File: src/rtl/serial_word_reader_if.sv
// Parallel-load / serial-readout bus for serial_word_reader.
// The master drives load/din and the slave (the reader) drives the handshake and serial outputs.
interface serial_word_reader_if #(
    parameter int WIDTH = 8
);
    logic             load;
    logic [WIDTH-1:0] din;
    logic             ready;
    logic             sout;
    logic             sout_valid;
    logic             frame_start;
    logic             done;

    modport master (
        output load, din,
        input  ready, sout, sout_valid, frame_start, done
    );

    modport slave (
        input  load, din,
        output ready, sout, sout_valid, frame_start, done
    );
endinterface

File: src/rtl/serial_word_reader.sv
// Captures a WIDTH-bit word on a load/ready handshake and reads it out MSB first.
// Define SERIAL_WORD_READER_PARITY_EN to append an even-parity bit to every frame.
module serial_word_reader #(
    parameter int WIDTH = 8
) (
    input  logic                 clk,
    input  logic                 rst_n,
    serial_word_reader_if.slave  bus
);
`ifdef SERIAL_WORD_READER_PARITY_EN
    localparam int FRAME_LEN = WIDTH + 1;
`else
    localparam int FRAME_LEN = WIDTH;
`endif
    localparam int CNT_W = $clog2(WIDTH + 2);

    typedef enum logic [1:0] {S_IDLE, S_SHIFT, S_DONE} state_e;

    state_e               state_q, state_d;
    logic [FRAME_LEN-1:0] shreg_q, shreg_d;
    logic [CNT_W-1:0]     cnt_q, cnt_d;
    logic [FRAME_LEN-1:0] capture_w;
    logic                 ready_q, sout_q, sout_valid_q, frame_start_q, done_q;

`ifdef SERIAL_WORD_READER_PARITY_EN
    assign capture_w = {bus.din, ^bus.din};
`else
    assign capture_w = bus.din;
`endif

    always_comb begin
        // NOTE: every signal gets a default first so no path leaves it unassigned (no latches).
        state_d = state_q;
        shreg_d = shreg_q;
        cnt_d   = cnt_q;
        unique case (state_q)
            S_IDLE: begin
                if (bus.load && ready_q) begin
                    state_d = S_SHIFT;
                    shreg_d = capture_w;
                    cnt_d   = '0;
                end
            end
            S_SHIFT: begin
                shreg_d = shreg_q << 1;
                cnt_d   = cnt_q + CNT_W'(1);
                if (cnt_q == CNT_W'(FRAME_LEN - 1)) begin
                    state_d = S_DONE;
                end
            end
            S_DONE:  state_d = S_IDLE;
            default: state_d = S_IDLE;
        endcase
    end

    // Outputs are registered from the next state so they line up with the state they describe.
    always_ff @(posedge clk) begin
        // NOTE: sequential state uses non-blocking assignments only, so every register samples pre-edge values.
        if (!rst_n) begin
            state_q       <= S_IDLE;
            shreg_q       <= '0;
            cnt_q         <= '0;
            ready_q       <= 1'b0;
            sout_q        <= 1'b0;
            sout_valid_q  <= 1'b0;
            frame_start_q <= 1'b0;
            done_q        <= 1'b0;
        end else begin
            state_q       <= state_d;
            shreg_q       <= shreg_d;
            cnt_q         <= cnt_d;
            ready_q       <= (state_d == S_IDLE);
            sout_q        <= (state_d == S_SHIFT) && shreg_d[FRAME_LEN-1];
            sout_valid_q  <= (state_d == S_SHIFT);
            frame_start_q <= (state_d == S_SHIFT) && (state_q == S_IDLE);
            done_q        <= (state_d == S_DONE);
        end
    end

    assign bus.ready       = ready_q;
    assign bus.sout        = sout_q;
    assign bus.sout_valid  = sout_valid_q;
    assign bus.frame_start = frame_start_q;
    assign bus.done        = done_q;
endmodule

File: src/flat_wrapper.sv
// flat-port wrapper written by rule: the top's interface ports become plain ports
module serial_word_reader_flat 
#(
    parameter int WIDTH = 8
)
  (clk, rst_n, bus_load, bus_din, bus_ready, bus_sout, bus_sout_valid, bus_frame_start, bus_done);
  serial_word_reader_if #(.WIDTH(WIDTH)) bus_i ();
  input  logic clk;
  input  logic rst_n;
  input wire logic [$bits(bus_i.load)-1:0] bus_load;
  input wire logic [$bits(bus_i.din)-1:0] bus_din;
  output wire logic [$bits(bus_i.ready)-1:0] bus_ready;
  output wire logic [$bits(bus_i.sout)-1:0] bus_sout;
  output wire logic [$bits(bus_i.sout_valid)-1:0] bus_sout_valid;
  output wire logic [$bits(bus_i.frame_start)-1:0] bus_frame_start;
  output wire logic [$bits(bus_i.done)-1:0] bus_done;
  assign bus_i.load = bus_load;
  assign bus_i.din = bus_din;
  assign bus_ready = bus_i.ready;
  assign bus_sout = bus_i.sout;
  assign bus_sout_valid = bus_i.sout_valid;
  assign bus_frame_start = bus_i.frame_start;
  assign bus_done = bus_i.done;
  serial_word_reader #(.WIDTH(WIDTH)) u_core (.clk(clk), .rst_n(rst_n), .bus(bus_i));
endmodule
File: config.mk
export PLATFORM = sky130hd
export DESIGN_NAME = serial_word_reader_flat
export DESIGN_NICKNAME = d
export VERILOG_FILES = /design/src/rtl/serial_word_reader_if.sv /design/src/rtl/serial_word_reader.sv /design/src/flat_wrapper.sv
export SDC_FILE = /design/constraint.sdc
export NUM_CORES = 1
export LEC_CHECK = 0
export CAP_MARGIN = 5
export CORE_ASPECT_RATIO = 1.4
export CORE_MARGIN = 5
export CORE_UTILIZATION = 35
export CTS_CLUSTER_SIZE = 16
export DETAILED_ROUTE_END_ITERATION = 12
export PLACE_DENSITY = 0.69
export SYNTH_ARGS = -nofsm -noshare
export SYNTH_HDL_FRONTEND = slang
export SYNTH_SLANG_ARGS = --single-unit
File: constraint.sdc
create_clock -name clk -period 1.52 [get_ports clk]
set_clock_uncertainty 0.05 [all_clocks]
set_input_delay 0.152 -clock clk [delete_from_list [all_inputs] [get_ports clk]]
set_output_delay 0.152 -clock clk [all_outputs]
set_load 0.02 [all_outputs]
==> reports/qor.csv, run 1 <==
metric,value,unit
finalSetupTns,0,ns
worst_pin_slew,0.305,ns
drc,0,
holdCritStartpoint,bus_din[0],
cpMaxStageDelayCell,clkdlybuf4s50_1,
synth.most_common_cell,dfxtp_1,
fmax,712,MHz
setup_viol,0,
cts.clk_slew.worst_paths,0.11,ns
synth-seq-cells,19,
ys_seq_area_share,47.7,%
clock_sink_count,19,
fin_nets,113,
grt_pass1_wl,2.68,mm
fillers,213,
drt_pre_antenna_iters,4,
fin_util,46.5,%
die_h,66.5,microns
multi_input_area,387,sq um
layout_min_cycle_time,1.40,ns
port_buffers,15,
critical_path_class,flip-flop to output pin,
post_cts.repair.setup_buffers,0,
synth_edf_count,0,
synthDistinctLibCells,26,
cp_top_family,buffers and inverters,
avgViaCountPerCell,5.19,
dp_hpwl,1.08,mm
reg2reg_slack,0.27,ns
tritoncts,done,
core_area,2180,sq um
ys_top_cells_by_count,"dfxtp_1 (19), nand3_1 (10), a21oi_1 (8)",
place_inst,118,
yosysWarnings,0,
grtUsageTotal,10.2,%
cp.required,1.32,ns
routedWlPerCell,12.5,microns
std_cell_rows,20,
ys.flop_type,dfxtp_1,
slew_violations,0,
htree_levels,1,
ioPinCount,16,
chipWidth,50.3,microns
clock_latency,0.28,ns
cts_buffer_depth,2,
synth_top_area_share,47.7,%
ff_latch_area,380,sq um
start_util,36.6,%
rr_startpoint,u_core.state_q[1],
drive_gt1_share,22.0,%
synthArstFlopShare,0,%
setup_slack,0.115,ns
drtIter0Drc,12,
ant_nets,0,
diodes,0,
routabilityCongestion,0.704,
leakage,0.351,nW
mappedNetlistNets,93,
ctsResizeCount,1,
cts_hold_buf,0,
grt_max_degree,17,
rsz0062_at_grt,no,
syn_area_per_cell,9.84,sq um
syn2layout_area_growth,27.0,%
maxSlewHeadroom,79.5,%
cts_root_buf,clkbuf_4,
grt_pass1_vias,627,
crit_arrival,1.20,ns
ys_top_cells_by_area,"dfxtp_1 (48%), a22oi_2 (9.4%), nand3_1 (6.3%)",
worst_setup_path_start_kind,flip-flop,
grt-ovfl-total,0,
cts-buffers-inserted,3,
path_buf_inv,1,
vias,633,
antenna_found_initial,0,
synth_cells,81,
critPathMaxStageDelay,0.59,ns
dpl_worst_slack,0.0832,ns
timing.hold.ws,0.361,ns
drv_cap,0,
peakVddDrop,575,uV
netlist_area,797,sq um
crit_start,u_core.bus.frame_start,
hold_class,primary input to flip-flop,
final-instance-count-excl-fill,122,
yosys.area.top_type,dfxtp_1,
die_area,3340,sq um
routed_wirelength,1.53,mm
power_density,924,nW/um^2
min_period_over_period,92.4,%
path_cells,clkdlybuf4s50_1,
critPathMaxFanout,1,
endpoint_kind,output pin,
outcome,completed,
hold_viol_final,0,
## path summary, 6_finish.rpt
path                       endpoint  cells past startpoint
setup / recovery    bus_frame_start                      1
hold / removal    u_core.shreg_q[0]                      3
setup reg to reg    u_core.bus.sout                      4
hold reg to reg   u_core.shreg_q[6]                      2
## layout by cell type (no fill, tap or decap)
cell and instances:
and3_1 1, nor2b_1 1, xor2_1 1, a211oi_2 1, nand3b_1 2, clkdlybuf4s50_1 14, a21oi_1 8, nor4bb_2 1
nand4bb_1 1, nand2b_1 2, nand2_1 3, ha_1 1, inv_1 1, buf_4 5, dlygate4sd2_1 1, and3b_1 1
a21boi_0 1, nand3_1 10, a22oi_2 6, a21oi_2 5, clkbuf_4 3, o21ai_0 2, nor2_1 6, clkinv_2 1
or3_1 1, dfxtp_1 19, nor3_1 2
## flip-flops by register name, indices dropped and copies added, names as in the netlist
| register | count |
|---|---|
| u_core.bus.sout | 1 |
| u_core.bus.sout_valid | 1 |
| u_core.bus.frame_start | 1 |
| u_core.cnt_q | 4 |
| u_core.state_q | 2 |
| u_core.shreg_q | 8 |
| u_core.bus.done | 1 |
| u_core.bus.ready | 1 |
## kinds of logic after synthesis
group,synth area share [%]
buffers and inverters,4.55
AOI/OAI and AO/OA,23.7
DFF,47.7
and+or+nand+nor,21.4
xor gates and xnor gates,1.10
adders and majority gates,1.57
## per-layer routing
metal / part of all wire [%] / vias up / track usage (%)
li1: - / 330 / -
met1: 45 / 290 / 11.4
met2: 48 / 11 / 17.3
met3: 5.3 / 2 / 3.13
met4: 1.0 / 0 / 4.79
met5: 0 / - / 0
## cell type report
cell class | count | share of cell area, %
Multi-Input combinational cell | 56 | 38.2
Inverter | 1 | 0.371
Tap cell | 22 | 2.72
Clock buffer | 3 | 2.22
Clock inverter | 1 | 0.494
Timing Repair Buffer | 20 | 18.4
Sequential cell | 19 | 37.6
## metrics by stage
step	total power [W]	instance area (sq um)
after floorplan	0.000640	797
after global routing	0.000992	1010
after global placement	0.000702	986
final	0.000935	1010
after detailed placement	0.000705	986
after CTS	0.000955	1010
## where the power goes
part           leakage [nW]  switching (W)  internal [W]
logic                 0.179      0.0000760     0.0000762
clock network        0.0177       0.000148     0.0000976
registers             0.155      0.0000166      0.000521
Power figures use the tool's default switching activity.
==> run 2, diff against run 1 <==
==> constraint.sdc (replaced) <==
create_clock -name clk -period 1.52 [get_ports clk]
set_clock_uncertainty 0.05 [all_clocks]
set_input_delay 0.152 -clock clk [delete_from_list [all_inputs] [get_ports clk]]
set_output_delay 0.152 -clock clk [all_outputs]
set_load 0.01 [all_outputs]
==> run 2 against run 1 <==
Combinational power barely moved; worst hold slack is the same; total power is 0.33% lower; clock-buffer cell count did not move; core utilization increased by 0.057 points; sequential power about the same; via count did not move; critical endpoint is now bus_ready; largest power group unchanged.
==> reports/qor.csv, run 2 (synthesis gave the netlist of run 1 again) <==
metric,value,unit
vias,633,
power_density,920,nW/um^2
post_cts.repair.setup_buffers,0,
avgViaCountPerCell,5.19,
crit_arrival,1.23,ns
cpMaxStageDelayCell,clkdlybuf4s50_1,
grt_pass1_vias,627,
outcome,completed,
drt_pre_antenna_iters,4,
diodes,0,
hold_class,primary input to flip-flop,
endpoint_kind,output pin,
port_buffers,15,
ioPinCount,16,
maxSlewHeadroom,79.5,%
cts-buffers-inserted,3,
chipWidth,50.3,microns
slew_violations,0,
routabilityCongestion,0.704,
std_cell_rows,20,
drc,0,
grt-ovfl-total,0,
critPathMaxFanout,5,
syn2layout_area_growth,27.2,%
peakVddDrop,575,uV
crit_start,u_core.bus.ready,
cts_hold_buf,0,
ctsResizeCount,0,
drtIter0Drc,12,
clock_latency,0.28,ns
critPathMaxStageDelay,0.55,ns
final_common_cell,dfxtp_1,
leakage,0.349,nW
setup_viol,0,
tritoncts,done,
fillers,212,
critical_path_class,flip-flop to output pin,
most-common-layout-cells,"dfxtp_1 (19), clkdlybuf4s50_1 (15), nand3_1 (10)",
htree_levels,1,
drv_cap,0,
start_util,36.6,%
hold_viol_final,0,
antenna_found_initial,0,
dp_hpwl,1.08,mm
routedWlPerCell,12.5,microns
worst_setup_path_start_kind,flip-flop,
cts_root_buf,clkbuf_4,
fin_nets,113,
largest_register_ffs,8,
multi_input_area,387,sq um
cts.clk_slew.worst_paths,0.10,ns
grtUsageTotal,10.2,%
fmax,699,MHz
fin_util,46.6,%
layout_min_cycle_time,1.43,ns
die_h,66.5,microns
ff_latch_area,380,sq um
cp_top_family,buffers and inverters,
drive_gt1_share,22.0,%
path_buf_inv,1,
routed_wirelength,1.53,mm
die_area,3340,sq um
path_cells,clkdlybuf4s50_1,
rsz0062_at_grt,no,
core_area,2180,sq um
cp.required,1.32,ns
cts_buffer_depth,2,
holdCritStartpoint,bus_din[0],
largestRegisters,"u_core.shreg_q: 8 flops, u_core.cnt_q: 4 flops, u_core.state_q: 2 flops",
grt_pass1_wl,2.68,mm
worst_pin_slew,0.305,ns
min_period_over_period,94.1,%
power.total,0.000932,W
finalSetupTns,0,ns
rr_startpoint,u_core.bus.ready,
grt_max_degree,17,
ant_nets,0,
top_register,u_core.shreg_q,
clock_sink_count,19,
## run 2: worst min-delay path, cell delays in order
cell and delay [ns]:
clkdlybuf4s50_1 0.40, nand2_1 0.06, a21oi_1 0.05
## run 2: layout make-up
type / count / share of cell area, %
repair buffers: 20 / 18.5
clock inverters: 1 / 0.494
inverters: 1 / 0.370
flip-flops and latches: 19 / 37.5
multi-input cells: 56 / 38.1
clock buffers: 3 / 2.22
well taps: 22 / 2.72
## run 2: worst paths after layout
kind,end,slack (ns),cells past startpoint
worst max register to register,u_core.bus.sout,0.27,4
worst min register to register,u_core.shreg_q[6],0.42,2
worst min-delay path,u_core.shreg_q[0],0.36,3
worst max-delay path,bus_ready,0.09,1
## run 2: layer usage
layer | up-vias | wire length [microns] | global-route usage [%] | part of all wire [%]
li1 | 330 | - | - | -
met1 | 290 | 695 | 11.4 | 45
met2 | 11 | 736 | 17.3 | 48
met3 | 2 | 81 | 3.13 | 5.3
met4 | 0 | 16 | 4.79 | 1.0
met5 | - | 0 | 0 | 0
## run 2: power by group
part	switching (W)	internal [W]
Clock	0.000148	0.0000976
Combinational	0.0000709	0.0000780
Sequential	0.0000167	0.000521
## run 2: stage by stage
step	setup slack, ns	hold slack (ns)	cell area (sq um)	std cells
finish	0.0891	0.361	1010	122
global route	0.0125	0.380	1010	122
CTS	0.0601	0.346	1010	122
detailed placement	0.0832	0.405	986	118
global placement	0.0971	0.399	986	118
floorplan	0.347	0.238	797	81
==> run 3, diff against run 2 <==
--- a/config.mk
+++ b/config.mk
@@ -12,6 +12,7 @@
 export CTS_CLUSTER_SIZE = 16
 export DETAILED_ROUTE_END_ITERATION = 12
 export PLACE_DENSITY = 0.69
+export REMOVE_ABC_BUFFERS = 1
 export SYNTH_ARGS = -nofsm -noshare
 export SYNTH_HDL_FRONTEND = slang
 export SYNTH_SLANG_ARGS = --single-unit
==> run 3 against run 2 <==
Non-clock buffer count stayed put; worst setup slack better by 0.0058 ns; critical path depth stayed put; total power hardly changed; sequential power hardly changed; cell count stayed put; via count is 2.5% higher; worst hold slack worse by 0.0043 ns; sequential share of layout area stayed put; combinational power hardly changed; critical path type unchanged; critical endpoint unchanged.
==> reports/qor.csv, run 3 (synthesis gave the netlist of run 1 again) <==
metric,value,unit
outcome,completed,
path_buf_inv,1,
post_cts.repair.setup_buffers,0,
ioPinCount,16,
drive_gt1_share,22.0,%
std_cell_rows,20,
htree_levels,1,
drc,0,
layout_min_cycle_time,1.43,ns
peakVddDrop,482,uV
min_period_over_period,93.8,%
maxSlewHeadroom,80.4,%
cts_hold_buf,0,
grt_pass1_vias,663,
grtUsageTotal,10.3,%
clock_latency,0.28,ns
critical_path_class,flip-flop to output pin,
cts_buffer_depth,2,
diodes,0,
hold_viol_final,0,
dp_hpwl,1.12,mm
rsz0062_at_grt,no,
endpoint_kind,output pin,
final_common_cell,dfxtp_1,
clock_sink_count,19,
leakage,0.349,nW
cts.clk_slew.worst_paths,0.11,ns
cp.required,1.32,ns
worst_pin_slew,0.291,ns
most-common-layout-cells,"dfxtp_1 (19), clkdlybuf4s50_1 (15), nand3_1 (10)",
holdCritStartpoint,bus_din[0],
cts_root_buf,clkbuf_4,
fin_util,46.6,%
largest_register_ffs,8,
reg2regPathDepth,4,
vias,649,
critPathMaxFanout,5,
ant_nets,0,
drt_pre_antenna_iters,4,
setup_slack,0.0949,ns
fmax,702,MHz
cts-buffers-inserted,3,
drv_cap,0,
ctsResizeCount,0,
cpMaxStageDelayCell,clkdlybuf4s50_1,
die_area,3340,sq um
routabilityCongestion,0.699,
top_register,u_core.shreg_q,
start_util,36.6,%
die_h,66.5,microns
syn2layout_area_growth,27.2,%
avgViaCountPerCell,5.32,
whs_endpoint,u_core.shreg_q[0],
drtIter0Drc,13,
slew_violations,0,
min_path_cells,3,
core_area,2180,sq um
port_buffers,15,
largestRegisters,"u_core.shreg_q: 8 flops, u_core.cnt_q: 4 flops, u_core.state_q: 2 flops",
worst_setup_path_start_kind,flip-flop,
hold_class,primary input to flip-flop,
chipWidth,50.3,microns
grt_max_degree,17,
fin_nets,113,
antenna_found_initial,0,
worstReg2RegEnd,u_core.shreg_q[2],
critPathMaxStageDelay,0.55,ns
power_density,919,nW/um^2
routedWlPerCell,12.4,microns
rr_startpoint,u_core.state_q[1],
cp_top_family,buffers and inverters,
setup_viol,0,
reg2reg_slack,0.24,ns
tritoncts,done,
dpl_worst_slack,0.0629,ns
crit_arrival,1.22,ns
grt-ovfl-total,0,
routed_wirelength,1.51,mm
grt_pass1_wl,2.77,mm
path_cells,clkdlybuf4s50_1,
==> run 3: how the worst max path moves through the flow <==
stage	start	end	slack, ns	depth (start not counted)
6_report	u_core.bus.ready	bus_ready	0.09	1
5_1_grt	u_core.bus.ready	bus_ready	0.02	1
4_1_cts	u_core.bus.ready	bus_ready	0.07	1
3_5_place_dp	bus_load	u_core.bus.sout	0.06	5
3_3_place_gp	bus_load	u_core.shreg_q[2]	0.08	5
2_1_floorplan	u_core.bus.ready	u_core.shreg_q[1]	-0.49	3
==> run 3: cell type report <==
class,count,area (sq um)
multi-input combinational,56,387
fill,219,1160
clock buffer,3,22.5
timing repair buffer,20,188
clock inverter,1,5.00
sequential,19,380
inverter,1,3.75
tap,22,27.5
==> run 3: stage by stage <==
step / cell area (sq um) / TNS, ns / instances / power [W] / hold slack, ns
floorplan: 764 / -4.39 / 76 / 0.000623 / 0.238
finish: 1010 / 0 / 122 / 0.000931 / 0.356
global placement: 986 / 0 / 118 / 0.000697 / 0.416
global route: 1010 / 0 / 122 / 0.000986 / 0.346
detailed placement: 986 / 0 / 118 / 0.000700 / 0.418
CTS: 1010 / 0 / 122 / 0.000946 / 0.351
==> run 3: worst reg2reg max path: cells and delay by family (launching register included) <==
family	cells	cell delay, ns
flops	1	0.47
simple gates	2	0.37
buf+inv	1	0.20
compound gates	1	0.13
==> run 3: routing by layer <==
layer	vias to the layer above	part of all wire, %	track usage [%]
met1	308	44	11.3
met2	13	52	19.7
met3	0	4.2	2.68
met4	0	0	1.92
met5	-	0	0
li1	328	-	-
==> run 3: power breakdown <==
| part | internal, W | switching (W) | leakage, nW | total (W) |
|---|---|---|---|---|
| clock network | 0.0000976 | 0.000147 | 0.0177 | 0.000244 |
| registers | 0.000521 | 0.0000168 | 0.155 | 0.000538 |
| logic | 0.0000780 | 0.0000713 | 0.176 | 0.000149 |
